## src/rtl/mips_defs_pkg.sv

```systemverilog
// Shared MIPS encoding constants and the IF/ID register layout.
package mips_defs;

    // Primary opcodes (instr[31:26])
    localparam logic [5:0] OP_SPECIAL = 6'b000000;
    localparam logic [5:0] OP_REGIMM  = 6'b000001;
    localparam logic [5:0] OP_J       = 6'b000010;
    localparam logic [5:0] OP_JAL     = 6'b000011;
    localparam logic [5:0] OP_BEQ     = 6'b000100;
    localparam logic [5:0] OP_BNE     = 6'b000101;
    localparam logic [5:0] OP_BLEZ    = 6'b000110;
    localparam logic [5:0] OP_BGTZ    = 6'b000111;

    // SPECIAL function codes (instr[5:0])
    localparam logic [5:0] FN_JR      = 6'b001000;
    localparam logic [5:0] FN_JALR    = 6'b001001;

    // sll $0,$0,0 -- the canonical bubble instruction
    localparam logic [31:0] NOP = 32'h0000_0000;

    // Exception codes shared with CP0 and later stages
    localparam logic [4:0] EXC_NONE = 5'd0;
    localparam logic [4:0] EXC_ADEL = 5'd4;

    // Contents of the IF/ID pipeline register
    typedef struct packed {
        logic [31:0] instr;
        logic [31:0] pc4;
        logic        valid;
        logic        bd;
        logic [4:0]  exc;
    } if_id_t;

endpackage

```

## src/rtl/if_id_stage_branch_classify.sv

```systemverilog
// Flags instructions whose successor executes in a branch-delay slot.
module branch_classify
    import mips_defs::*;
(
    input  logic [31:0] instr_i,
    output logic        is_branch_o
);

    logic [5:0] op;
    logic [5:0] funct;
    logic       unused_fields;

    assign op    = instr_i[31:26];
    assign funct = instr_i[5:0];
    // Register/immediate fields play no part in the classification.
    assign unused_fields = ^instr_i[25:6];

    // Decode opcode (and funct for SPECIAL) into a control-transfer flag
    always_comb begin
        is_branch_o = 1'b0;
        case (op)
            OP_BEQ, OP_BNE, OP_BLEZ, OP_BGTZ,
            OP_REGIMM, OP_J, OP_JAL: is_branch_o = 1'b1;
            OP_SPECIAL:              is_branch_o = (funct == FN_JR) || (funct == FN_JALR);
            default:                 is_branch_o = 1'b0;
        endcase
    end

endmodule

```

## src/rtl/if_id_stage.sv

```systemverilog
// IF/ID pipeline register: captures the fetched instruction and PC+4,
// adds valid / delay-slot / fetch-exception bookkeeping and counts stalls.
// Priority per edge: Reset > Flush (bubble) > stall (hold) > load.
module if_id_stage
    import mips_defs::*;
#(
    parameter logic [31:0] PC_RESET = 32'h0000_3000,
    parameter logic [31:0] IM_BASE  = 32'h0000_3000,
    parameter logic [31:0] IM_LAST  = 32'h0000_4FFC
) (
    input  logic        Clk,
    input  logic        Reset,
    input  logic [31:0] Instr_F,
    input  logic [31:0] PC4_F,
    input  logic        D_En,
    input  logic        Flush,
    output logic [31:0] Instr_D,
    output logic [31:0] PC4_D,
    output logic [31:0] PC8_D,
    output logic        Valid_D,
    output logic        BD_D,
    output logic [4:0]  ExcCode_D,
    output logic [31:0] StallCnt
);

    if_id_t      stage_q, stage_d;
    logic [31:0] stall_cnt_q, stall_cnt_d;
    logic [31:0] fetch_pc;
    logic        addr_err;
    logic        cur_is_branch;

    // The delay-slot flag looks at the instruction currently in decode,
    // i.e. the one being replaced, not the one arriving.
    branch_classify u_branch_classify (
        .instr_i     (stage_q.instr),
        .is_branch_o (cur_is_branch)
    );

    assign fetch_pc = PC4_F - 32'd4;
    assign addr_err = (fetch_pc[1:0] != 2'b00) || (fetch_pc < IM_BASE) || (fetch_pc > IM_LAST);

    // Next-state selection: bubble, hold-and-count, or load
    always_comb begin
        stage_d     = stage_q;
        stall_cnt_d = stall_cnt_q;
        if (Flush) begin
            // PC is kept so CP0 can still form EPC from the bubble.
            stage_d.instr = NOP;
            stage_d.pc4   = PC4_F;
            stage_d.valid = 1'b0;
            stage_d.bd    = 1'b0;
            stage_d.exc   = EXC_NONE;
        end else if (!D_En) begin
            stall_cnt_d = stall_cnt_q + 32'd1;
        end else begin
            // A bad fetch address never lets its (garbage) word through.
            stage_d.instr = addr_err ? NOP : Instr_F;
            stage_d.pc4   = PC4_F;
            stage_d.valid = 1'b1;
            stage_d.bd    = stage_q.valid & cur_is_branch;
            stage_d.exc   = addr_err ? EXC_ADEL : EXC_NONE;
        end
    end

    // Register bank with synchronous reset
    always_ff @(posedge Clk) begin
        if (Reset) begin
            stage_q.instr <= NOP;
            stage_q.pc4   <= PC_RESET + 32'd4;
            stage_q.valid <= 1'b0;
            stage_q.bd    <= 1'b0;
            stage_q.exc   <= EXC_NONE;
            stall_cnt_q   <= 32'd0;
        end else begin
            stage_q       <= stage_d;
            stall_cnt_q   <= stall_cnt_d;
        end
    end

    assign Instr_D   = stage_q.instr;
    assign PC4_D     = stage_q.pc4;
    assign PC8_D     = stage_q.pc4 + 32'd4;
    assign Valid_D   = stage_q.valid;
    assign BD_D      = stage_q.bd;
    assign ExcCode_D = stage_q.exc;
    assign StallCnt  = stall_cnt_q;

endmodule

```

## config.mk

```make
export PLATFORM = sky130hd
export DESIGN_NAME = if_id_stage
export DESIGN_NICKNAME = d
export VERILOG_FILES = /design/src/rtl/mips_defs_pkg.sv /design/src/rtl/if_id_stage_branch_classify.sv /design/src/rtl/if_id_stage.sv
export SDC_FILE = /design/constraint.sdc
export NUM_CORES = 1
export LEC_CHECK = 0
export ABC_CLOCK_PERIOD_IN_PS = 3300
export CORE_UTILIZATION = 30
export CTS_CLUSTER_SIZE = 40
export DETAILED_ROUTE_END_ITERATION = 16
export GPL_TIMING_DRIVEN = 0
export PLACE_DENSITY = 0.64
export SYNTH_ARGS = -nofsm -noshare
export SYNTH_HDL_FRONTEND = slang
export SYNTH_SLANG_ARGS = --single-unit
```

## constraint.sdc

```tcl
create_clock -name Clk -period 3.3 [get_ports Clk]
set_input_delay 0.66 -clock Clk [delete_from_list [all_inputs] [get_ports Clk]]
set_output_delay 0.66 -clock Clk [all_outputs]
set_load 0.01 [all_outputs]
```

# Yosys cells after proc, flatten, opt, wreduce, memory -nomap -nowiden
# Cells that the tools add are included.
# word_totals
regBits,103
inputBits,68
# op_classes
add_sub_neg,3
n_bitwise,3
muxes,5
eq_ne,9
n_lt_le_gt_ge,2
reduce_logical,9
# ops
cell,count
39-bit two-way mux,2
"32-bit by 1-bit adder with 32-bit output, second input constant",1
"32-bit by 3-bit adder with 32-bit output, second input constant",1
"32-bit by 15-bit greater-than comparator with 1-bit output, second input constant",1
"32-bit by 14-bit less-than comparator with 1-bit output, second input constant",1
32-bit two-way mux,1
"32-bit by 3-bit subtractor with 32-bit output, second input constant",1
"6-bit by 3-bit == test with 1-bit output, second input constant",4
"6-bit by 2-bit == test with 1-bit output, second input constant",2
"6-bit by 4-bit == test with 1-bit output, second input constant",2
7-bit OR reduction,1
"6-bit by 1-bit == test with 1-bit output, second input constant",1
6-bit logical NOT,1
2-bit nonzero test,2
1-bit logical OR,3
3-bit two-way mux,1
1-bit inverter,2
1-bit one-hot mux with 2 select lines,1
2-bit AND reduction,1
2-bit OR reduction,1
1-bit bitwise AND,1

# Logic depth before layout (Yosys ltp)
# Gate-level depths: netlist (run 1).
# depth
word_depth,7
ltp_mapped,6

# By module
# A second synthesis (run 1) with hierarchy kept.
# hier_totals
hier_cells,494
area_unflattened_um2,4339.2
# modules_own_cells
module,seq_area_each_um2,instances,area_per_inst_um2,cells_per_inst
if_id_stage,1981.9,1,4306.6,490
branch_classify,0.0,1,32.5,4

# Worst setup path before layout (run 1)
# OpenSTA, ideal clock, no wires.
# synth_path
path_kind,register to output
start,"register stage_q, in the netlist PC4_D[2]"
end,output PC8_D[28]
path_buffers,0
stages_incl_launch_ff,7
t_required_ns,2.640
slack_ns,0.879
arrival_time_ns,1.761
path_cell_list,dfxtp_1 ha_1 nand3_1 nor4_4 nand2_2 nor3_2 xor2_1
# synth_via
elab_chain_cells,1
# synth_lines
item,line_no,rtl
from (decl),if_id_stage.sv:26,"if_id_t stage_q, stage_d;"
from (signal assigned),if_id_stage.sv:75,stage_q <= stage_d;
32-bit by 3-bit adder with 32-bit output,if_id_stage.sv:82,assign PC8_D = stage_q.pc4 + 32'd4;
to (decl),if_id_stage.sv:19,"output logic [31:0] PC8_D,"
# No other way between the ends.

# Worst setup path after layout (run 1)
# layout_path
start,"register stage_q, in the netlist PC4_D[2]"
end,output PC8_D[27]
# The elaborated chain is that of the path after synthesis.

==> impl_results.md, run 1 <==
- Critical-path maximum fanout: 6
- Total GRT Usage: 18.2%
- Flop and latch count out of synthesis: 99
- Worst Max-Slew Pin Slew: 736 ps
- First-pass GRT wire length: 23,900 um
- Largest net degree at the start of global routing: 16
- Final Hold Viols: 0
- Maximum clock rate: 315 MHz
- Cells after synthesis: 572
- Drt drc: 0
- Count of cell types in the netlist: 44
- Prevailing post-synth register cell: dfxtp_1
- Crit end category: output port
- Status: finished clean
- Leak: 2.69 nW
- H-tree depth: 3
- Starting DRT DRC Count: 270
- Vias in the first global route: 4,415
- Wire per inst: 15.6 um
- Final net count: 857
- Worst Hold Class: flop to flop
- # diodes: 0
- Overflow after GRT: 0
- Register area share after synthesis: 39.8%
- Setup TNS: 0 ps
- I/O Pins: 203
- IO Port Bufs: 198
- Clk_skew: 4.03 ps
- Floorplan core area: 16,100 um2
- TritonCTS clock tree: done
- Initial Utilization: 31.0%
- Die area: 17,100 um2
- Crit path DAT: 2510 ps
- Crit path largest cell delay: 560 ps
- Gpl congestion: 0.795
- Max IR drop VDD: 0.294 mV
- Worst path required time: 2640 ps
- Share of layout cells above drive strength 1: 11.1%
- Total Wirelength: 15,700 um
- Post-route antenna net violation count: 0
- Synth-to-layout area growth: 52.6%
- Warnings, synthesis: 0
- Crit path cell chain: nand4_1, buf_4, nor4_4, nand2_1, nor3_1, xor2_1, clkdlybuf4s50_1
- EDFF count, synth: 0
- Via count: 4,971
- WS Path Type: flop to output port
- HPWL Detailed: 11,900 um
- Buf/Inv on CP: 2
- Worst-skew pair later-pin latency: 350 ps
- Slew headroom: 50.8%
- Synthesized area per cell: 8.71 um2
- PD cells: 367 nW/um2
- CTS Sinks: 99
- Slew Limit Fails: 0
- Slowest cell on the critical path: clkdlybuf4s50_1
- Die Wd: 131 um
- CP delay by family, top: simple AND/OR/NAND/NOR gates
- Vias per inst: 4.94
- Period utilisation layout: 96.2%
- Detailed Routing Iterations Pass 1: 4
- Clock buffer depth: 2
- Critical path launch point type: flop
- RSZ-0062 raised after global routing: no
- Num CTS Buffers: 9
- Root Driver: clkbuf_16
- Worst-path clk slew: 60 ps
- Netlist Area Pre-Place: 4980 um2
- Die Y: 131 um
- Initial antenna violation count: 0
- Pre-CTS WS: 39.0 ps
- Setup-failing EPs final: 0
- Asr flop ratio synth: 0%
- Max-cap violations: 0
- FP Rows: 46
- Tmin final: 3170 ps
- Final WS setup: 125 ps
[registers in the layout, summed over array words and instances (netlist names)]
signal / flops
PC4_D: 32
Valid_D: 1
BD_D: 1
StallCnt: 32
Instr_D: 32
ExcCode_D: 1
[worst register-to-register path: cells and delay by family (launching register included)]
kind	cells	cell delay (ps)
and+or+nand+nor	4	1130
xor gates and xnor gates	1	160
DFF	1	450
[cells in the final DEF, fill, tap and decap left out, types with 4 or more instances in the layout]
cell               n
a21oi_1           34
dfxtp_1           89
nand3_1           26
and4_1             7
dfxtp_2           10
o2bb2ai_1         32
inv_1              5
nand3b_1           4
o21ai_0            4
clkbuf_1          30
mux2_2            32
clkbuf_16          9
xor2_1            27
buf_4             12
nand2_1           84
nand4_1           44
nor3_1            13
conb_1             4
and3_1             7
xnor2_1           30
nor2_1            44
and2_1             4
nor4_1             4
clkdlybuf4s50_1  197
[stage by stage]
stage	hold slack (ps)	utilization [%]	total power, mW	cell area (um2)	std cells
6_report	483	47.3	2.79	7600	1007
3_3_place_gp	462	45.1	1.74	7240	989
3_5_place_dp	472	45.1	1.74	7240	989
5_1_grt	498	47.3	2.92	7600	1007
4_1_cts	485	47.1	2.82	7560	1006
2_1_floorplan	488	-	1.48	4990	575
[synthesized netlist by cell type, drive strengths merged (2+ instances only)]
master    n  area (um2)
a21oi    34         170
and2      4        25.0
and3      7        43.8
and4      7        61.3
buf      13        85.1
clkbuf   28         105
dfxtp    99        1980
ha        2        25.0
inv       5        18.8
mux2     32         360
nand2    85         322
nand3    27         135
nand3b    4        30.0
nand4    48         334
nor2     44         165
nor3     14        75.1
nor4      9         105
o21ai     4        20.0
o2bb2ai  32         280
or2       3        18.8
or3       2        12.5
xnor2    30         263
xor2     27         236
[timing repair]
action | CTS | global route
hold buffers | 0 | 0
endpoints found under the setup margin | 9 | 11
setup buffers | 2 | 1
pin swaps | 1 | 2
resized for setup | 2 | 13
[report_power, final]
group | internal, mW | switching [mW] | leakage, nW
clock network | 0.610 | 0.463 | 0.143
registers | 1.23 | 0.0497 | 0.810
logic | 0.249 | 0.189 | 1.73
[area by class of cell]
type                            instances  area (um2)
Buffer                                 41         190
Clock buffer                           12         246
Clock inverter                          3        47.5
Fill cell                            1577        8460
Inverter                                5        18.8
Multi-Input combinational cell        430        2830
Sequential cell                        99        1990
Tap cell                              216         270
Timing Repair Buffer                  201        2010
[path summary, 6_finish.rpt]
| kind | from | to | slack (ps) | cells past startpoint |
|---|---|---|---|---|
| max reg2reg | StallCnt[16]$_SDFFE_PP0P_ | StallCnt[31]$_SDFFE_PP0P_ | 1450 | 5 |
| max | PC4_D[2]$_SDFFE_PP1N_ | PC8_D[27] | 130 | 7 |
| min reg2reg | PC4_D[0]$_SDFFE_PP0N_ | PC4_D[0]$_SDFFE_PP0N_ | 480 | 2 |
| min | PC4_D[0]$_SDFFE_PP0N_ | PC4_D[0]$_SDFFE_PP0N_ | 480 | 2 |
[cell families (layout without fill, tap and decap cells)]
family / count (synthesis) / after routing / share of synthesized area, %
AO/OA/AOI/OAI: 76 / 76 / 10.6
XOR/XNOR: 57 / 57 / 10.0
adder cells (fa/ha/maj): 2 / 2 / 0.502
buffers and inverters: 46 / 262 / 4.20
flip-flops: 99 / 99 / 39.8
multiplexers: 33 / 33 / 7.44
other: 1 / 4 / 0.0753
AND/OR/NAND/NOR: 258 / 258 / 27.4
[per-layer routing]
metal / global-route usage [%] / wire length [um] / vias up
met1: 24.0 / 7260 / 2325
li1: - / - / 2466
met3: 5.13 / 1130 / 21
met5: 0 / 0 / -
met2: 28.3 / 7050 / 159
met4: 6.22 / 291 / 0
(Power assumes the default switching activity.)
==> run 2, diff against run 1 <==
CAP_MARGIN = 20   (was not set)
REMOVE_ABC_BUFFERS = 1   (was not set)
==> run 2 against run 1 <==
Against the previous run: via count decreased by 0.80%; clock skew increased by 0.83 ps; utilization decreased by 0.24 points; register-to-register slack improved by 30 ps; routed wire length decreased by 1.6%; largest cell class unchanged; total power increased by 2.6%; count of clock-buffer cells in the layout decreased by 3; sequential power about the same.
==> impl_results.md, run 2 (synthesis gave the netlist of run 1 again) <==
- Worst Max-Slew Pin Slew: 1020 ps
- Root Driver: clkbuf_16
- Sequential power share: 44.6%
- Crit path largest cell delay: 550 ps
- CTS Sinks: 99
- Total GRT Usage: 18.1%
- Die Y: 131 um
- Floorplan core area: 16,100 um2
- Initial antenna violation count: 0
- PD cells: 379 nW/um2
- Vias in the first global route: 4,779
- Leak: 2.66 nW
- Vias per inst: 5.07
- Reg2reg setup slack: 1480 ps
- Worst path required time: 2640 ps
- Final Hold Viols: 0
- Share of layout cells above drive strength 1: 11.8%
- Reg2Reg Depth: 5
- Critical path launch point type: flop
- Post-route antenna net violation count: 0
- First-pass GRT wire length: 24,200 um
- Status: finished clean
- H-tree depth: 3
- Die area: 17,100 um2
- Die Wd: 131 um
- # diodes: 0
- Crit path cell chain: ha_2, nand3_2, nor4_4, buf_4, nand2_2, nor3_2, xor2_1, clkdlybuf4s50_1
- P_sw: 0.720 mW
- Hold depth: 2
- TritonCTS clock tree: done
- Slew Limit Fails: 0
- WS Path Type: flop to output port
- Clock buffer depth: 2
- Max-cap violations: 0
- Gpl congestion: 0.828
- FP Rows: 46
- Setup TNS: 0 ps
- Post-Layout Cell Count: 972
- Starting DRT DRC Count: 235
- Worst Hold Class: flop to flop
- Setup-failing EPs final: 0
- DP Cell Count: 952
- Most frequent cells in the layout: clkdlybuf4s50_1, dfxtp_1, nand2_1
- Hold-fix buffers at CTS: 0
- Total Wirelength: 15,500 um
- Initial Utilization: 31.0%
- Internal Power: 2.14 mW
- Utilization after layout: 47.1%
- Worst-skew pair later-pin latency: 340 ps
- Clock power share: 40.3%
- Wire per inst: 15.9 um
- Period utilisation layout: 96.3%
- Worst-path clk slew: 70 ps
- Overflow after GRT: 0
- HPWL Detailed: 11,300 um
- Pre-CTS WS: 138 ps
- Largest net degree at the start of global routing: 44
- Tmin final: 3180 ps
- I/O Pins: 203
- Combinational Power Share: 15.1%
- Commonest non-fill, non-tap cell in the layout: clkdlybuf4s50_1
- Slowest cell on the critical path: clkdlybuf4s50_1
- IO Port Bufs: 198
- Slew headroom: 31.7%
- Final net count: 821
- Drt drc: 0
- Via count: 4,931
- Max IR drop VDD: 0.312 mV
- Overall Power: 2.86 mW
- Crit path DAT: 2520 ps
- Maximum clock rate: 315 MHz
- Switching Fraction: 25.2%
- Post-DP Area: 7170 um2
- Synth-to-layout area growth: 51.8%
- Crit end category: output port
- Critical-path maximum fanout: 5
- Detailed Routing Iterations Pass 1: 6
- Final WS setup: 122 ps
- Clk_skew: 4.86 ps
- Num CTS Buffers: 9
- Final instance area: 7560 um2
- Hold WS: 473 ps
-- run 2: power by group through the flow --
stage | registers [mW] | logic [mW] | clock network, mW
final | 1.28 | 0.431 | 1.15
after global routing | 1.28 | 0.466 | 1.24
after CTS | 1.28 | 0.433 | 1.19
after detailed placement | 1.30 | 0.430 | 0
after global placement | 1.30 | 0.418 | 0
after floorplan | 1.31 | 0.145 | 0
-- run 2: path summary, 6_finish.rpt --
check	from	endpoint
worst min register to register	PC4_D[1]$_SDFFE_PP0N_	PC4_D[1]$_SDFFE_PP0N_
worst max register to register	StallCnt[15]$_SDFFE_PP0P_	StallCnt[25]$_SDFFE_PP0P_
worst min-delay path	PC4_D[1]$_SDFFE_PP0N_	PC4_D[1]$_SDFFE_PP0N_
worst max-delay path	PC4_D[3]$_SDFFE_PP0N_	PC8_D[28]
-- run 2: worst max-delay path, delay by kind of cell, from the launching register on --
kind,cells,cell delay [ps]
buffers and inverters,2,730
XOR/XNOR,1,160
AND/OR/NAND/NOR,4,680
adder cells (fa/ha/maj),1,220
flip-flops,1,380
-- run 2: routing by layer --
metal	routed length, um	vias up	share of wire (%)	GRT usage [%]
met5	0	-	0	0
met4	136	0	0.88	5.75
met3	783	8	5.1	2.77
met2	7710	157	50	31.6
met1	6850	2380	44	22.8
li1	-	2386	-	-
-- run 2: cell type report --
class,count,area [um2]
Multi-Input combinational cell,430,2880
Fill cell,1521,8500
Inverter,5,18.8
Clock inverter,7,98.8
Sequential cell,99,1990
Clock buffer,9,225
Tap cell,216,270
Timing Repair Buffer,206,2080
-- run 2: repair_timing --
item / 4_1_cts / 5_1_grt
pin swaps: 1 / 2
setup buffers: 0 / 4
gates cloned: 0 / 0
resized for setup: 4 / 8
endpoints found under the setup margin: 7 / 9
